### config.mk
export PLATFORM = sky130hd
export DESIGN_NAME = bus_grant_arbiter
export DESIGN_NICKNAME = d
export VERILOG_FILES = /design/src/rtl/bus_grant_arbiter_pkg.sv /design/src/rtl/bus_grant_arbiter_pick.sv /design/src/rtl/bus_grant_arbiter.sv
export SDC_FILE = /design/constraint.sdc
export NUM_CORES = 1
export LEC_CHECK = 0
export ABC_AREA = 1
export ABC_CLOCK_PERIOD_IN_PS = 6400
export CAP_MARGIN = 20
export CORE_AREA = 2 2 118 120
export CTS_BUF_LIST = sky130_fd_sc_hd__clkbuf_8
export DETAILED_ROUTE_END_ITERATION = 16
export DIE_AREA = 0 0 120 122
export GPL_TIMING_DRIVEN = 0
export HOLD_SLACK_MARGIN = 0.12
export PLACE_DENSITY = 0.88
export SLEW_MARGIN = 10
export SYNTH_ARGS = -nofsm -noshare
export SYNTH_HDL_FRONTEND = slang
export SYNTH_HIERARCHICAL = 1
export SYNTH_SLANG_ARGS = --single-unit
### constraint.sdc
create_clock -name clk -period 6.4 [get_ports clk]
set_clock_uncertainty 0.2 [all_clocks]
set_input_delay 0.64 -clock clk [delete_from_list [all_inputs] [get_ports clk]]
set_output_delay 0.64 -clock clk [all_outputs]
set_load 0.02 [all_outputs]
### src/rtl/bus_grant_arbiter_pkg.sv
// Shared types and constants for the CPU bus grant arbiter.
// The bus select is 5 bits wide, so the requester count is tied to 32.
package bus_grant_arbiter_pkg;

    localparam int BUS_SRC_N    = 32;
    localparam int BUS_SEL_W    = 5;
    localparam int HOLD_MAX_DEF = 16;

    typedef enum logic [1:0] {
        IDLE = 2'd0,
        OWN  = 2'd1,
        GAP  = 2'd2
    } arb_state_e;

    function automatic logic [BUS_SRC_N-1:0] sel_onehot(input logic [BUS_SEL_W-1:0] idx);
        return {{(BUS_SRC_N-1){1'b0}}, 1'b1} << idx;
    endfunction

endpackage

### src/rtl/bus_grant_arbiter_pick.sv
// Combinational rotating-priority finder: first set request at or after start_i,
// wrapping modulo 32.
module rr_pick_32
    import bus_grant_arbiter_pkg::*;
(
    input  logic [BUS_SRC_N-1:0] req_i,
    input  logic [BUS_SEL_W-1:0] start_i,
    output logic [BUS_SEL_W-1:0] pick_o,
    output logic                 any_o
);

    logic [BUS_SRC_N-1:0] rot;
    logic [BUS_SEL_W-1:0] enc;

    always_comb begin
        // A shift by 32 when start_i is 0 yields zero, so the OR stays correct.
        rot = (req_i >> start_i) | (req_i << (6'd32 - {1'b0, start_i}));
        enc = '0;
        for (int i = BUS_SRC_N - 1; i >= 0; i--) begin
            if (rot[i]) enc = BUS_SEL_W'(i);
        end
        pick_o = enc + start_i;
        any_o  = |req_i;
    end

endmodule

### src/rtl/bus_grant_arbiter.sv
// Round-robin bus grant arbiter with bounded tenure and a one-cycle turnaround gap.
//   state | meaning
//   IDLE  | bus undriven, arbitrating every cycle
//   OWN   | one source holds the bus; tenure counted in hold_cnt_q
//   GAP   | single turnaround cycle after a release or preemption, arbitrating
module bus_grant_arbiter
    import bus_grant_arbiter_pkg::*;
#(
    parameter int N        = BUS_SRC_N,
    parameter int HOLD_MAX = HOLD_MAX_DEF
) (
    input  logic                 clk,
    input  logic                 clr_n,
    input  logic [N-1:0]         req,
    input  logic                 done,
    output logic [N-1:0]         grant,
    output logic [BUS_SEL_W-1:0] grant_idx,
    output logic                 busy,
    output logic                 preempt
);

    localparam logic [7:0] HOLD_MAX_C = 8'(HOLD_MAX);

    arb_state_e           state_q;
    logic [N-1:0]         grant_q;
    logic [BUS_SEL_W-1:0] grant_idx_q;
    logic [BUS_SEL_W-1:0] last_idx_q;
    logic [7:0]           hold_cnt_q;
    logic [7:0]           hold_cnt_d;
    logic                 busy_q;
    logic                 preempt_q;

    logic [BUS_SEL_W-1:0] start;
    logic [BUS_SEL_W-1:0] pick;
    logic                 any_req;
    logic                 owner_rel;
    logic                 others_wait;
    logic                 at_max;

    rr_pick_32 u_pick (
        .req_i   (req),
        .start_i (start),
        .pick_o  (pick),
        .any_o   (any_req)
    );

    always_comb begin
        start       = last_idx_q + BUS_SEL_W'(1);
        owner_rel   = done | ~req[grant_idx_q];
        others_wait = |(req & ~grant_q);
        at_max      = (hold_cnt_q == HOLD_MAX_C);
        hold_cnt_d  = at_max ? hold_cnt_q : hold_cnt_q + 8'd1;
    end

    always_ff @(posedge clk or negedge clr_n) begin
        if (!clr_n) begin
            state_q     <= IDLE;
            grant_q     <= '0;
            grant_idx_q <= '0;
            last_idx_q  <= BUS_SEL_W'(BUS_SRC_N - 1);
            hold_cnt_q  <= '0;
            busy_q      <= 1'b0;
            preempt_q   <= 1'b0;
        end else begin
            preempt_q <= 1'b0;
            case (state_q)
                IDLE, GAP: begin
                    if (any_req) begin
                        state_q     <= OWN;
                        grant_q     <= sel_onehot(pick);
                        grant_idx_q <= pick;
                        last_idx_q  <= pick;
                        hold_cnt_q  <= 8'd1;
                        busy_q      <= 1'b1;
                    end else begin
                        state_q <= IDLE;
                    end
                end
                OWN: begin
                    // A voluntary release always wins over a coincident timeout.
                    if (owner_rel || (at_max && others_wait)) begin
                        state_q     <= GAP;
                        grant_q     <= '0;
                        grant_idx_q <= '0;
                        hold_cnt_q  <= '0;
                        busy_q      <= 1'b0;
                        preempt_q   <= ~owner_rel;
                    end else begin
                        hold_cnt_q <= hold_cnt_d;
                    end
                end
                default: state_q <= IDLE;
            endcase
        end
    end

    assign grant     = grant_q;
    assign grant_idx = grant_idx_q;
    assign busy      = busy_q;
    assign preempt   = preempt_q;

endmodule

* Word level (Yosys, flattened, before mapping)
Index checks and enable logic that the tools add are counted.
** Word-level totals
- Register bits after elaboration :: 54
- Bits of input ports :: 35
- Output and inout bits :: 39
- Logic and storage cells :: 89
** Cells by class
- Add/subtract/negate cells :: 4
- Magnitude comparators :: 1
- Equality and inequality tests :: 6
- Shift-type cells :: 3
- Mux-type cells :: 52
- Bitwise gates (word level) :: 6
- Reduce and logical (&&, ||, !) cells :: 10
** Operators with widths (number)
- $mux W5 :: 34
- $mux W32 :: 2
- $pmux W32 S2 :: 1
- $reduce_or A32 Y1 :: 2
- $and A32 B32 Y32 :: 1
- $not A32 Y32 :: 1
- $or A32 B32 Y32 :: 1
- $shl A1 B5 Y32 const A :: 1
- $shl A32 B6 Y32 :: 1
- $shr A32 B5 Y32 :: 1
- $mux W8 :: 3
- $pmux W8 S2 :: 1
- $pmux W5 S2 :: 1
- $add A8 B1 Y8 const B :: 1
- $eq A8 B5 Y1 const B :: 1
- $lt A5 B6 Y1 const B :: 1
- $mux W1 :: 6
- $reduce_and A3 Y1 :: 2
- $sub A6 B5 Y6 const A :: 1
- $add A5 B1 Y5 const B :: 1
- $add A5 B5 Y5 :: 1
- $bmux W1 S5 :: 1
- $ne A2 B2 Y1 const B :: 2
- $pmux W2 S2 :: 1
- other kinds (13) :: 14

* Longest topological paths before layout
Gate-level depths: netlist (run 1).
- Depth after elaboration :: 40
- Depth in mapped cells :: 57
- Mapped depth without buffers :: 52

* By module
The synthesis (run 1) kept the hierarchy.
** By module, submodules not included
- rr_pick_32 :: instances 1, cells each 750, area each 3829.9 sq um, sequential area each 0.0 sq um
- bus_grant_arbiter :: instances 1, cells each 428, area each 3111.7 sq um, sequential area each 1357.6 sq um

* Worst setup path after synthesis (run 1)
Ideal clock, no wire load.
- Kind :: register to register
- Start point :: reg last_idx_q[0]
- End point :: reg grant_idx_q[4] (netlist: grant_idx[4])
- Setup time :: 78 ps
- Arrival time :: 6220 ps
- Data required time :: 6122 ps
- Slack :: -98 ps
- Stages on the path, launching flop included :: 55
- Buffers on the path :: 7
- Period minus slack after synthesis :: 6498 ps
- Cells stage by stage :: dfstp_2 ha_1 buf_6 inv_1 buf_2 buf_1 ha_1 buf_2 inv_2 buf_4 buf_2 nand3_1 nand3_1 nand3_1 nand3_1 nand2_1 nor2_2 nand2_1 [19 not listed] nand2_1 nand2_1 nand2_1 nand2_1 nand2_1 nand2_1 nand2_1 a21oi_2 ha_1 inv_1 fa_1 o21ai_0 xor2_1 xor2_1 inv_1 nor2_1 clkbuf_1 o21bai_1
** Between the ends
- Word-level cells in the longest chain between the ends :: 39
- Elaborated cells on any way between the ends :: 40
- Those cells by class :: add/sub: 3; shift: 2; mux: 34; bitwise: 1
** Ends and longest elaborated chain
- start, declared :: line bus_grant_arbiter.sv:27 : logic [BUS_SEL_W-1:0] last_idx_q;
- start signal, assigned :: line bus_grant_arbiter.sv:60 : last_idx_q <= BUS_SEL_W'(BUS_SRC_N - 1);
- start signal, assigned :: line bus_grant_arbiter.sv:72 : last_idx_q <= pick;
- $add A5 B1 Y5 * :: line bus_grant_arbiter.sv:48 : start = last_idx_q + BUS_SEL_W'(1);
- net start[1] :: line bus_grant_arbiter.sv:33 : logic [BUS_SEL_W-1:0] start;
- $sub A6 B5 Y6 :: line bus_grant_arbiter_pick.sv:17 : rot = (req_i >> start_i) | (req_i << (6'd32 - {1'b0, start_i}));
- $shl A32 B6 Y32 :: line bus_grant_arbiter_pick.sv:17
- $or A32 B32 Y32 :: line bus_grant_arbiter_pick.sv:17
- $mux W5 (32 in a row) :: line bus_grant_arbiter_pick.sv:20 : if (rot[i]) enc = BUS_SEL_W'(i);
- $add A5 B5 Y5 * :: line bus_grant_arbiter_pick.sv:22 : pick_o = enc + start_i;
- net pick[4] :: line bus_grant_arbiter.sv:34 : logic [BUS_SEL_W-1:0] pick;
- $mux W5 * :: line bus_grant_arbiter.sv:68 : if (any_req) begin
- $pmux W5 S2 * :: line bus_grant_arbiter.sv:66 : case (state_q)
- end signal, assigned :: line bus_grant_arbiter.sv:71 : grant_idx_q <= pick;
- end, declared :: line bus_grant_arbiter.sv:26 : logic [BUS_SEL_W-1:0] grant_idx_q;
The timed path passes the listed nets; every way through them passes the cells marked *. The select of a mux whose other input is x is not followed.
A chain may end at the register's enable or synchronous reset.

* Worst setup path after layout (run 1)
- Start point :: reg last_idx_q[1]
- End point :: reg grant_q[26] (netlist: grant[26])
** Between the ends
- Word-level cells in the longest chain between the ends :: 40
- Elaborated cells on any way between the ends :: 41
- Those cells by class :: add/sub: 3; shift: 3; mux: 34; bitwise: 1
** Ends and longest elaborated chain
- $add A5 B1 Y5 * :: line bus_grant_arbiter.sv:48
- net start[1] :: line bus_grant_arbiter.sv:33
- $sub A6 B5 Y6 :: line bus_grant_arbiter_pick.sv:17
- $shl A32 B6 Y32 :: line bus_grant_arbiter_pick.sv:17
- $or A32 B32 Y32 :: line bus_grant_arbiter_pick.sv:17
- $mux W5 (32 in a row) :: line bus_grant_arbiter_pick.sv:20
- $add A5 B5 Y5 * :: line bus_grant_arbiter_pick.sv:22
- net pick[4] :: line bus_grant_arbiter.sv:34
- $shl A1 B5 Y32 * :: line bus_grant_arbiter_pkg.sv:16 : return {{(BUS_SRC_N-1){1'b0}}, 1'b1} << idx;
- $mux W32 * :: line bus_grant_arbiter.sv:68
- $pmux W32 S2 * :: line bus_grant_arbiter.sv:66
- end signal, assigned :: line bus_grant_arbiter.sv:70 : grant_q <= sel_onehot(pick);
- end, declared :: line bus_grant_arbiter.sv:25 : logic [N-1:0] grant_q;
Marks and branches as above.

==> flow_summary_export.csv, run 1 <==
group,metric,value,unit
run_status,outcome,"completed",
route,via_count,8914,
worst_setup_path,cp_data_arrival_time,6.40,ns
hold_path,hold_path.startpoint,"state_q[1]",
sta,final_min_period_over_clock_period,0.991,
worst_setup_path,cp-end-kind,"flip-flop",
worst_setup_path,timing.reg2reg.worst_path_depth,56,
clock_network,clockBufferDepth,2,
logic_synthesis,ys_dominant_reg_cell,"sky130_fd_sc_hd__dfrtp_1",
sta,final-max-slew-violation-count,0,
worst_setup_path,cpMostUsedCell,"sky130_fd_sc_hd__nand2_1",
global_route,grtUsageTotal,0.381,
logic_synthesis,synth.yosys.seq_area_share,0.196,
worst_setup_path,worst_r2r_endpoint,"grant[26]",
logic_synthesis,synth_largest_area_cell,"sky130_fd_sc_hd__nand2_1",
sta,final_sum_of_negative_setup_slack,0,ns
route,ant_nets,0,
global_route,antenna_found_initial,0,
route,routed_wl,28700,um
worst_setup_path,launch_instance_of_the_worst_register_to_register_path,"last_idx_q[1]",
sta,setup_violations,0,
logic_synthesis,synth.lib_cells_used.distinct,62,
worst_setup_path,start_kind,"flip-flop",
logic_synthesis,mappedNetlistArea,6940,um^2
cells_and_area,most-common-layout-cells,"416 x sky130_fd_sc_hd__nand2_1, 130 x sky130_fd_sc_hd__nand3_1, 92 x sky130_fd_sc_hd__nor2_1, 78 x sky130_fd_sc_hd__inv_1, 72 x sky130_fd_sc_hd__clkdlybuf4s50_1",
floorplan,ios,74,
floorplan,chipWidth,120,um
worst_setup_path,rrSetupSlack,0.05,ns
floorplan,initial_core_util,0.514,
route,drt_pre_antenna_iters,7,
hold_path,whs_path_depth,1,
cells_and_area,area_growth_syn_to_layout,27.3,%
run,drv_cap,0,
logic_synthesis,synthesis_stage_register_bit_count,54,
sta,worst_pin_slew,0.730,ns
cells_and_area,final_common_cell,"sky130_fd_sc_hd__nand2_1",
worst_setup_path,critical-path-max-stage-delay,0.57,ns
worst_setup_path,criticalPathCategory,"reg -> reg",
route,routed_wire_length_per_instance,19.5,um
sta,slew_headroom,0.512,
hold_path,holdPathEnd,"preempt",
clock_network,clkSinkCount,54,
logic_synthesis,synth_area_per_cell,5.89,um^2
logic_synthesis,number_of_enable_flip_flop_cells_after_synthesis,0,
cells_and_area,layout-drive-gt1-share,0.170,
route,avgViaCountPerCell,6.07,
logic_synthesis,synth_top_cell_area_share,0.232,
sta,fmax,0.158,GHz
floorplan,design.core.area,13500,um^2
sta,grt_setup_unrepaired,"yes",
placement,hpwl,22100,um
worst_setup_path,timing.critical_path.slowest_stage_cell,"sky130_fd_sc_hd__dfstp_2",
route,detailedRoute.firstIterationViolations,1164,
cells_and_area,n_antenna_cell,0,
logic_synthesis,synthTopCellsByArea,"sky130_fd_sc_hd__nand2_1 23%, sky130_fd_sc_hd__dfrtp_1 18%, sky130_fd_sc_hd__nand3_1 12%, sky130_fd_sc_hd__nor2_1 5.2%, sky130_fd_sc_hd__inv_1 4.3%",
placement,io_buffer_count,73,
logic_synthesis,ys_async_sr_fraction,1.00,
cells_and_area,instances_no_fill,1468,
route,remaining_drc_errors,0,
logic_synthesis,synth.yosys.warnings,6,
worst_setup_path,critPathMaxFanout,7,
cells_and_area,final.fill_count,1233,
clock_network,cts_buffers,5,
clock_network,clk_transition_reported_paths,0.10,ns
floorplan,floorplan.die_area,14600,um^2
sta,period_needed,6.35,ns
hold_path,min_path_type,"reg -> reg",
floorplan,die_height,122,um
logic_synthesis,syn_nets,1222,
placement,dp_cells,1432,
sta,hold_viol,0,
placement,gp_routability_congestion,1.04,
clock_network,htree_num_levels,2,
floorplan,row_count,43,
worst_setup_path,endpoint_required_time_on_the_critical_path,6.45,ns
clock_network,tritoncts_clock_tree,"built",
cells_and_area,num-nets-final,1331,
logic_synthesis,synth_cells,1178,
global_route,globalRoute.totalOverflow,0,
global_route,grt_pass1_vias,7848,
clock_network,clock_latency,0.32,ns
global_route,grt_pass1_wl,43000,um
global_route,pin_count_of_the_biggest_net_entering_global_routing,39,
clock_network,clk_root_buffer_cell,"sky130_fd_sc_hd__clkbuf_8",
cell usage after synthesis (3+ instances only):
cell,instances
sky130_fd_sc_hd__nand4_1,12
sky130_fd_sc_hd__nand3_2,5
sky130_fd_sc_hd__dfstp_2,5
sky130_fd_sc_hd__nand2_2,5
sky130_fd_sc_hd__inv_1,79
sky130_fd_sc_hd__o221ai_1,3
sky130_fd_sc_hd__o21ai_1,29
sky130_fd_sc_hd__dfrtp_1,49
sky130_fd_sc_hd__a21oi_1,16
sky130_fd_sc_hd__buf_4,5
sky130_fd_sc_hd__o21bai_1,4
sky130_fd_sc_hd__a211oi_1,6
sky130_fd_sc_hd__o31ai_1,3
sky130_fd_sc_hd__nor2_1,96
sky130_fd_sc_hd__nand3_1,167
sky130_fd_sc_hd__o21a_1,7
sky130_fd_sc_hd__mux2i_1,9
sky130_fd_sc_hd__nand2_1,429
sky130_fd_sc_hd__and2_1,6
sky130_fd_sc_hd__o21ai_0,52
sky130_fd_sc_hd__a31oi_1,13
sky130_fd_sc_hd__a221oi_1,5
sky130_fd_sc_hd__nor2_2,5
sky130_fd_sc_hd__ha_1,8
sky130_fd_sc_hd__buf_6,19
sky130_fd_sc_hd__o21ai_2,16
sky130_fd_sc_hd__or2_0,3
sky130_fd_sc_hd__nor4_1,10
sky130_fd_sc_hd__inv_2,8
sky130_fd_sc_hd__xor2_1,9
sky130_fd_sc_hd__o211ai_1,13
sky130_fd_sc_hd__o22ai_1,8
sky130_fd_sc_hd__nor3_1,3
sky130_fd_sc_hd__buf_2,14
sky130_fd_sc_hd__clkbuf_1,20
repair_timing:
| action | 4_1_cts | 5_1_grt |
|---|---|---|
| pin swaps | 6 | 24 |
| gates resized for setup | 33 | 110 |
| cloned | 2 | 3 |
| setup endpoints to repair | 36 | 36 |
| setup buffers | 5 | 18 |
| hold endpoints to repair | 11 | 0 |
| hold buffers | 1 | 0 |
critical path: cells and delay by family (launching register included):
family / cells / cell delay [ns]
flops: 1 / 0.57
xor+xnor: 2 / 0.47
buf+inv: 10 / 1.11
fa+ha+maj: 4 / 1.10
compound gates: 3 / 0.40
simple gates: 37 / 2.43
kinds of logic after synthesis:
group / after synthesis / synth area share
mux: 10 / 0.0146
buf+inv: 151 / 0.110
compound gates: 186 / 0.170
fa+ha+maj: 9 / 0.0173
flops: 54 / 0.196
simple gates: 755 / 0.474
xor+xnor: 13 / 0.0186
metrics by stage:
step                      instance area [um^2]  hold slack [ns]  setup slack [ns]   util
final                                     8830            0.244            0.0545  0.654
after global routing                      8830            0.259            -0.324  0.654
after CTS                                 8210            0.251            0.0710  0.608
after detailed placement                  7910            0.230             -1.30  0.586
after global placement                    7900            0.230             -1.24  0.585
after floorplan                           6940            0.144            0.0726      -
layout make-up:
class                      instances  area [um^2]  share of cell area
clock inverter                     2         33.8             0.00382
multi-input combinational        974         5260               0.596
buffer                            59          497              0.0562
timing repair buffer             102         1010               0.114
clock buffer                       6         82.6             0.00935
tap                              180          225              0.0255
inverter                          91          368              0.0416
sequential                        54         1360               0.154
layer usage:
metal	global-route usage	routed length, um
met1	0.481	10700
met2	0.627	12900
met3	0.0478	2940
met4	0.218	2140
met5	0	0
worst max path at each step:
stage | startpoint | to | cells past startpoint
after floorplan | last_idx_q[0] | grant_idx[4] | 54
after global placement | last_idx_q[1] | grant[24] | 55
after detailed placement | last_idx_q[1] | grant[24] | 55
after CTS | last_idx_q[0] | grant[26] | 53
after global routing | last_idx_q[1] | grant[26] | 57
final | last_idx_q[1] | grant[26] | 56
registers in the layout, indices dropped and copies added (netlist names):
register and count:
hold_cnt_q 8, grant_idx 5, grant 32, preempt 1, busy 1, last_idx_q 5, state_q 2
Power of run 1 is left out: the tool's default activity adds up to more than one toggle a clock period on the data nets, which glitch-free logic cannot reach.
==> run 2, diff against run 1 <==
- CELL_PAD_IN_SITES_DETAIL_PLACEMENT: unset -> 1
- CELL_PAD_IN_SITES_GLOBAL_PLACEMENT: unset -> 2
- CORE_AREA: 2 2 118 120 -> 2 2 161 163
- DIE_AREA: 0 0 120 122 -> 0 0 163 165
- PLACE_DENSITY: 0.88 -> 0.89
==> run 2 against run 1 <==
Worst hold slack better by 0.048 ns. Sequential share of layout area is 0.56 points lower. Wire length is 17% higher. Global-route usage is 14 points lower. Die area is 84% higher. Design area is 3.8% higher. Via count is 2.3% lower. Register-to-register slack better by 0.03 ns. Fmax is 0.54% higher. Clock-buffer cell count is 1 lower. Critical path type unchanged. Critical endpoint unchanged. Largest cell class unchanged. Highest routed layer unchanged.
==> flow_summary_export.csv, run 2 (synthesis results as in run 1) <==
group,metric,value,unit
sta,worst_pin_slew,0.804,ns
placement,gp_routability_congestion,0.925,
route,drt_pre_antenna_iters,5,
cells_and_area,num-nets-final,1334,
cells_and_area,n_antenna_cell,0,
clock_network,tritoncts_clock_tree,"built",
global_route,grt_pass1_vias,8634,
clock_network,clock_latency,0.33,ns
cells_and_area,largest_register_ffs,32,
floorplan,floorplan.die_area,26900,um^2
clock_network,clkSinkCount,54,
sta,final_sum_of_negative_setup_slack,0,ns
route,detailedRoute.firstIterationViolations,564,
floorplan,ios,74,
worst_setup_path,cp-endpoint,"grant[26]",
floorplan,chipWidth,163,um
cells_and_area,instances_no_fill,1621,
clock_network,cts_buffers,5,
route,via_count,8705,
worst_setup_path,timing.reg2reg.worst_path_depth,52,
cells_and_area,sequential_cell_area,1360,um^2
global_route,grtUsageMet1,0.313,
hold_path,min_path_type,"reg -> reg",
worst_setup_path,cp-end-kind,"flip-flop",
floorplan,design.core.area,25000,um^2
worst_setup_path,timing.critical_path.slowest_stage_cell,"sky130_fd_sc_hd__dfstp_2",
cells_and_area,multiInputGateArea,5320,um^2
route,ant_nets,0,
sta,final-max-slew-violation-count,0,
global_route,antenna_found_initial,0,
placement,io_buffer_count,73,
global_route,grtUsageTotal,0.245,
floorplan,die_height,165,um
clock_network,clk_root_buffer_cell,"sky130_fd_sc_hd__clkbuf_8",
sta,fmax,0.158,GHz
route,avgViaCountPerCell,5.37,
route,routed_wire_length_per_instance,20.8,um
worst_setup_path,cp-startpoint,"last_idx_q[0]",
sta,hold_viol,0,
worst_setup_path,endpoint_required_time_on_the_critical_path,6.45,ns
global_route,pin_count_of_the_biggest_net_entering_global_routing,28,
run,drv_cap,0,
worst_setup_path,start_kind,"flip-flop",
worst_setup_path,critical-path-max-stage-delay,0.61,ns
cells_and_area,final.fill_count,3288,
cells_and_area,area_growth_syn_to_layout,32.1,%
global_route,grt_pass1_wl,50200,um
cells_and_area,layout-drive-gt1-share,0.184,
route,routed_wl,33700,um
clock_network,clockBufferDepth,2,
sta,grt_setup_unrepaired,"yes",
hold_path,hold_path.startpoint,"state_q[1]",
run_status,outcome,"completed",
worst_setup_path,criticalPathCategory,"reg -> reg",
global_route,globalRoute.busiestLayer,"met2",
placement,dp_cells,1583,
route,remaining_drc_errors,0,
floorplan,row_count,58,
worst_setup_path,rrSetupSlack,0.09,ns
sta,period_needed,6.31,ns
global_route,globalRoute.totalOverflow,0,
floorplan,initial_core_util,0.277,
clock_network,clk_transition_reported_paths,0.11,ns
cells_and_area,most-common-layout-cells,"406 x sky130_fd_sc_hd__nand2_1, 127 x sky130_fd_sc_hd__nand3_1, 91 x sky130_fd_sc_hd__nor2_1, 75 x sky130_fd_sc_hd__inv_1, 72 x sky130_fd_sc_hd__clkdlybuf4s50_1",
cells_and_area,final_util,0.366,
sta,final_min_period_over_clock_period,0.986,
global_route,groute.layer.met2.usage,0.413,
clock_network,htree_num_levels,2,
worst_setup_path,launch_instance_of_the_worst_register_to_register_path,"last_idx_q[0]",
sta,setup_violations,0,
placement,hpwl,27200,um
cells_and_area,final_common_cell,"sky130_fd_sc_hd__nand2_1",
worst_setup_path,cp_data_arrival_time,6.36,ns
worst_setup_path,critPathMaxFanout,8,
sta,slew_headroom,0.463,
worst_setup_path,worst_r2r_endpoint,"grant[26]",
global_route,grt_util_met3,0.0218,
worst_setup_path,cpMostUsedCell,"sky130_fd_sc_hd__nand2_1",
run 2: changes by cell type in the layout (fill, tap and decap cells not counted), moves of 4 or more:
cell and delta:
sky130_fd_sc_hd__o21ai_1 +4, sky130_fd_sc_hd__nand2_4 +6, sky130_fd_sc_hd__nand2_1 -10, sky130_fd_sc_hd__nand2_2 +4
sky130_fd_sc_hd__o21ai_2 -5
run 2: how the worst min path moves through the flow:
stage	end	slack [ns]	cells after the start
2_1_floorplan	busy	0.14	0
3_3_place_gp	last_idx_q[1]	0.27	2
3_5_place_dp	preempt	0.26	1
4_1_cts	preempt	0.29	1
5_1_grt	preempt	0.32	1
6_report	preempt	0.29	1
run 2: metal layers:
| metal | share of wire | wire length [um] | vias up |
|---|---|---|---|
| met1 | 0.44 | 14700 | 4205 |
| li1 | - | - | 4151 |
| met5 | 0 | 0 | - |
| met2 | 0.47 | 15700 | 270 |
| met3 | 0.044 | 1490 | 79 |
| met4 | 0.053 | 1770 | 0 |
run 2: area by class of cell:
cell class | count | share of cell area
sequential | 54 | 0.148
timing repair buffer | 107 | 0.121
clock buffer | 5 | 0.00751
tap | 330 | 0.0450
clock inverter | 3 | 0.00273
inverter | 91 | 0.0411
buffer | 58 | 0.0543
multi-input combinational | 973 | 0.581
run 2: per-stage QoR:
step	setup WS (ns)	area [um^2]	hold WS [ns]
final	0.0884	9170	0.291
after global routing	-0.384	9170	0.317
after global placement	-1.48	8090	0.269
after detailed placement	-1.59	8130	0.264
after CTS	0.0201	8510	0.294
after floorplan	0.0726	6940	0.144
run 2: repair_timing:
| action | CTS | global route |
|---|---|---|
| resized for setup | 48 | 121 |
| endpoints found under the setup margin | 40 | 36 |
| pin swaps | 8 | 23 |
| endpoints found under the hold margin | 7 | 0 |
| hold buffers | 1 | 0 |
| setup buffers | 10 | 16 |
| cloned | 1 | 4 |
run 2: worst max-delay path, delay by kind of cell (launching register included):
| family | cells | cell delay (ns) |
|---|---|---|
| and+or+nand+nor | 34 | 2.31 |
| adders and majority gates | 4 | 1.08 |
| buffers and inverters | 9 | 1.06 |
| DFF | 1 | 0.61 |
| xor gates and xnor gates | 2 | 0.48 |
| AOI/OAI and AO/OA | 3 | 0.47 |
Power of run 2 is left out for the same reason.
==> edit 1, RTL diff (settings of run 2) <==
The package constant `BUS_SEL_W` goes from 5 to 4.
--- a/src/rtl/bus_grant_arbiter_pkg.sv
+++ b/src/rtl/bus_grant_arbiter_pkg.sv
@@ -3,7 +3,7 @@
 package bus_grant_arbiter_pkg;
 
     localparam int BUS_SRC_N    = 32;
-    localparam int BUS_SEL_W    = 5;
+    localparam int BUS_SEL_W    = 4;
     localparam int HOLD_MAX_DEF = 16;
 
     typedef enum logic [1:0] {
Interface: changed (resized grant_idx); port bits go from 74 to 73. No check against the original RTL was run, so the function may have changed too.
==> edit 1 against run 2 <==
- worst setup slack improved by 0.26 ns
- sequential cell count down 18
- via count fell by 15%
- global-route usage shrank 5.3 points
- fmax is 4.3% higher
- count of clock-buffer cells in the layout unchanged
- design area fell by 13%
- area after synthesis shrank 16%
- synthesized cell count shrank 13%
- routed wire length is 20% lower
- critical endpoint is now grant[11]
Power is left out: the tool's default activity adds up to more than one toggle a clock period on the data nets, which glitch-free logic cannot reach.
==> edit 1: results (changes against run 2) <==
* Post CTS Setup Buffer Count at 6 (-4)
* Pre-CTS setup slack at -1.63 ns (-0.0397 ns)
* Worst-Skew Late Latency at 0.31 ns (-0.02 ns)
* # fillers at 3221 (-2.0%)
* Mux share of post-synthesis cell area at 1.38% (-0.083 points)
* Commonest cells in the netlist: nand2_1, nand3_1, inv_1
* DP Area at 6860 um^2 (-16%)
* Largest net degree at the start of global routing at 27 (-3.6%)
* Reg2reg setup slack at 0.35 ns (+0.26 ns)
* Min-Delay Endpoint: busy
* DR vias at 7440 (-15%)
* Seq/Total Area, Yosys at 15.6% (-4.0 points)
* Share of post-route cells with drive strength above 1 at 21.1% (+2.7 points)
* Hold slack final at 0.285 ns (-0.00666 ns)
* Outcome: finished, final reports clean
* Post-synthesis cell type count at 48 (-23%)
* Max-slew headroom at 26.6% (-20 points)
* Hold Crit Depth at 2 (+1)
* Worst Setup EP: grant[11]
* Hpwl dp at 20500 um (-25%)
* Post-Syn Instances at 1030 (-13%)
* Vias in the first global route at 7242 (-16%)
* PortBufs at 56 (-23%)
* Flip-flop count of the largest register after layout at 16 (-50%)
* Final Cell Area at 7970 um^2 (-13%)
* GPL Wtd Cong at 0.915 (-1.0%)
* Synth Area in XOR/XNOR at 1.21% (-0.65 points)
* Final std cells w/o fill at 1469 (-9.4%)
* Initial DRC count at 504 (-11%)
* First-pass GRT wire length at 39900 um (-21%)
* DP Cell Count at 1432 (-9.5%)
* Largest cells by area after synthesis: nand2_1, nand3_1, dfrtp_1, o21ai_0, inv_1
* Worst-path clk slew at 0.08 ns (-0.03 ns)
* Drt total wl at 26800 um (-20%)
* Worst EP arrival at 6.08 ns (-0.28 ns)
* Hold Crit Start: busy
* Ant. Diodes at 0 (unchanged)
-- edit 1: changes by cell type in the layout (fill, tap and decap cells not counted), moves of 16 or more --
cell and delta:
dfrtp_1 -17, o21ai_0 +32, nand2_1 -78, clkdlybuf4s50_1 -17
inv_1 +23, o21ai_1 -22, nor2_1 -41, conb_1 +16
-- edit 1: per-layer routing --
| layer | part of all wire (%) | vias to the layer above | global-route usage, % |
|---|---|---|---|
| li1 | - | 3590 | - |
| met3 | 4.8 | 39 | 1.93 |
| met4 | 3.2 | 0 | 7.28 |
| met5 | 0 | - | 0 |
| met1 | 44 | 3608 | 25.0 |
| met2 | 48 | 203 | 32.5 |
-- edit 1: final cells by class --
class | count | share of cell area, %
Multi-Input combinational cell | 826 | 57.4
Clock inverter | 3 | 0.534
Clock buffer | 5 | 0.864
Buffer | 65 | 6.91
Sequential cell | 36 | 11.4
Timing Repair Buffer | 89 | 11.8
Inverter | 115 | 5.94
Tap cell | 330 | 5.18
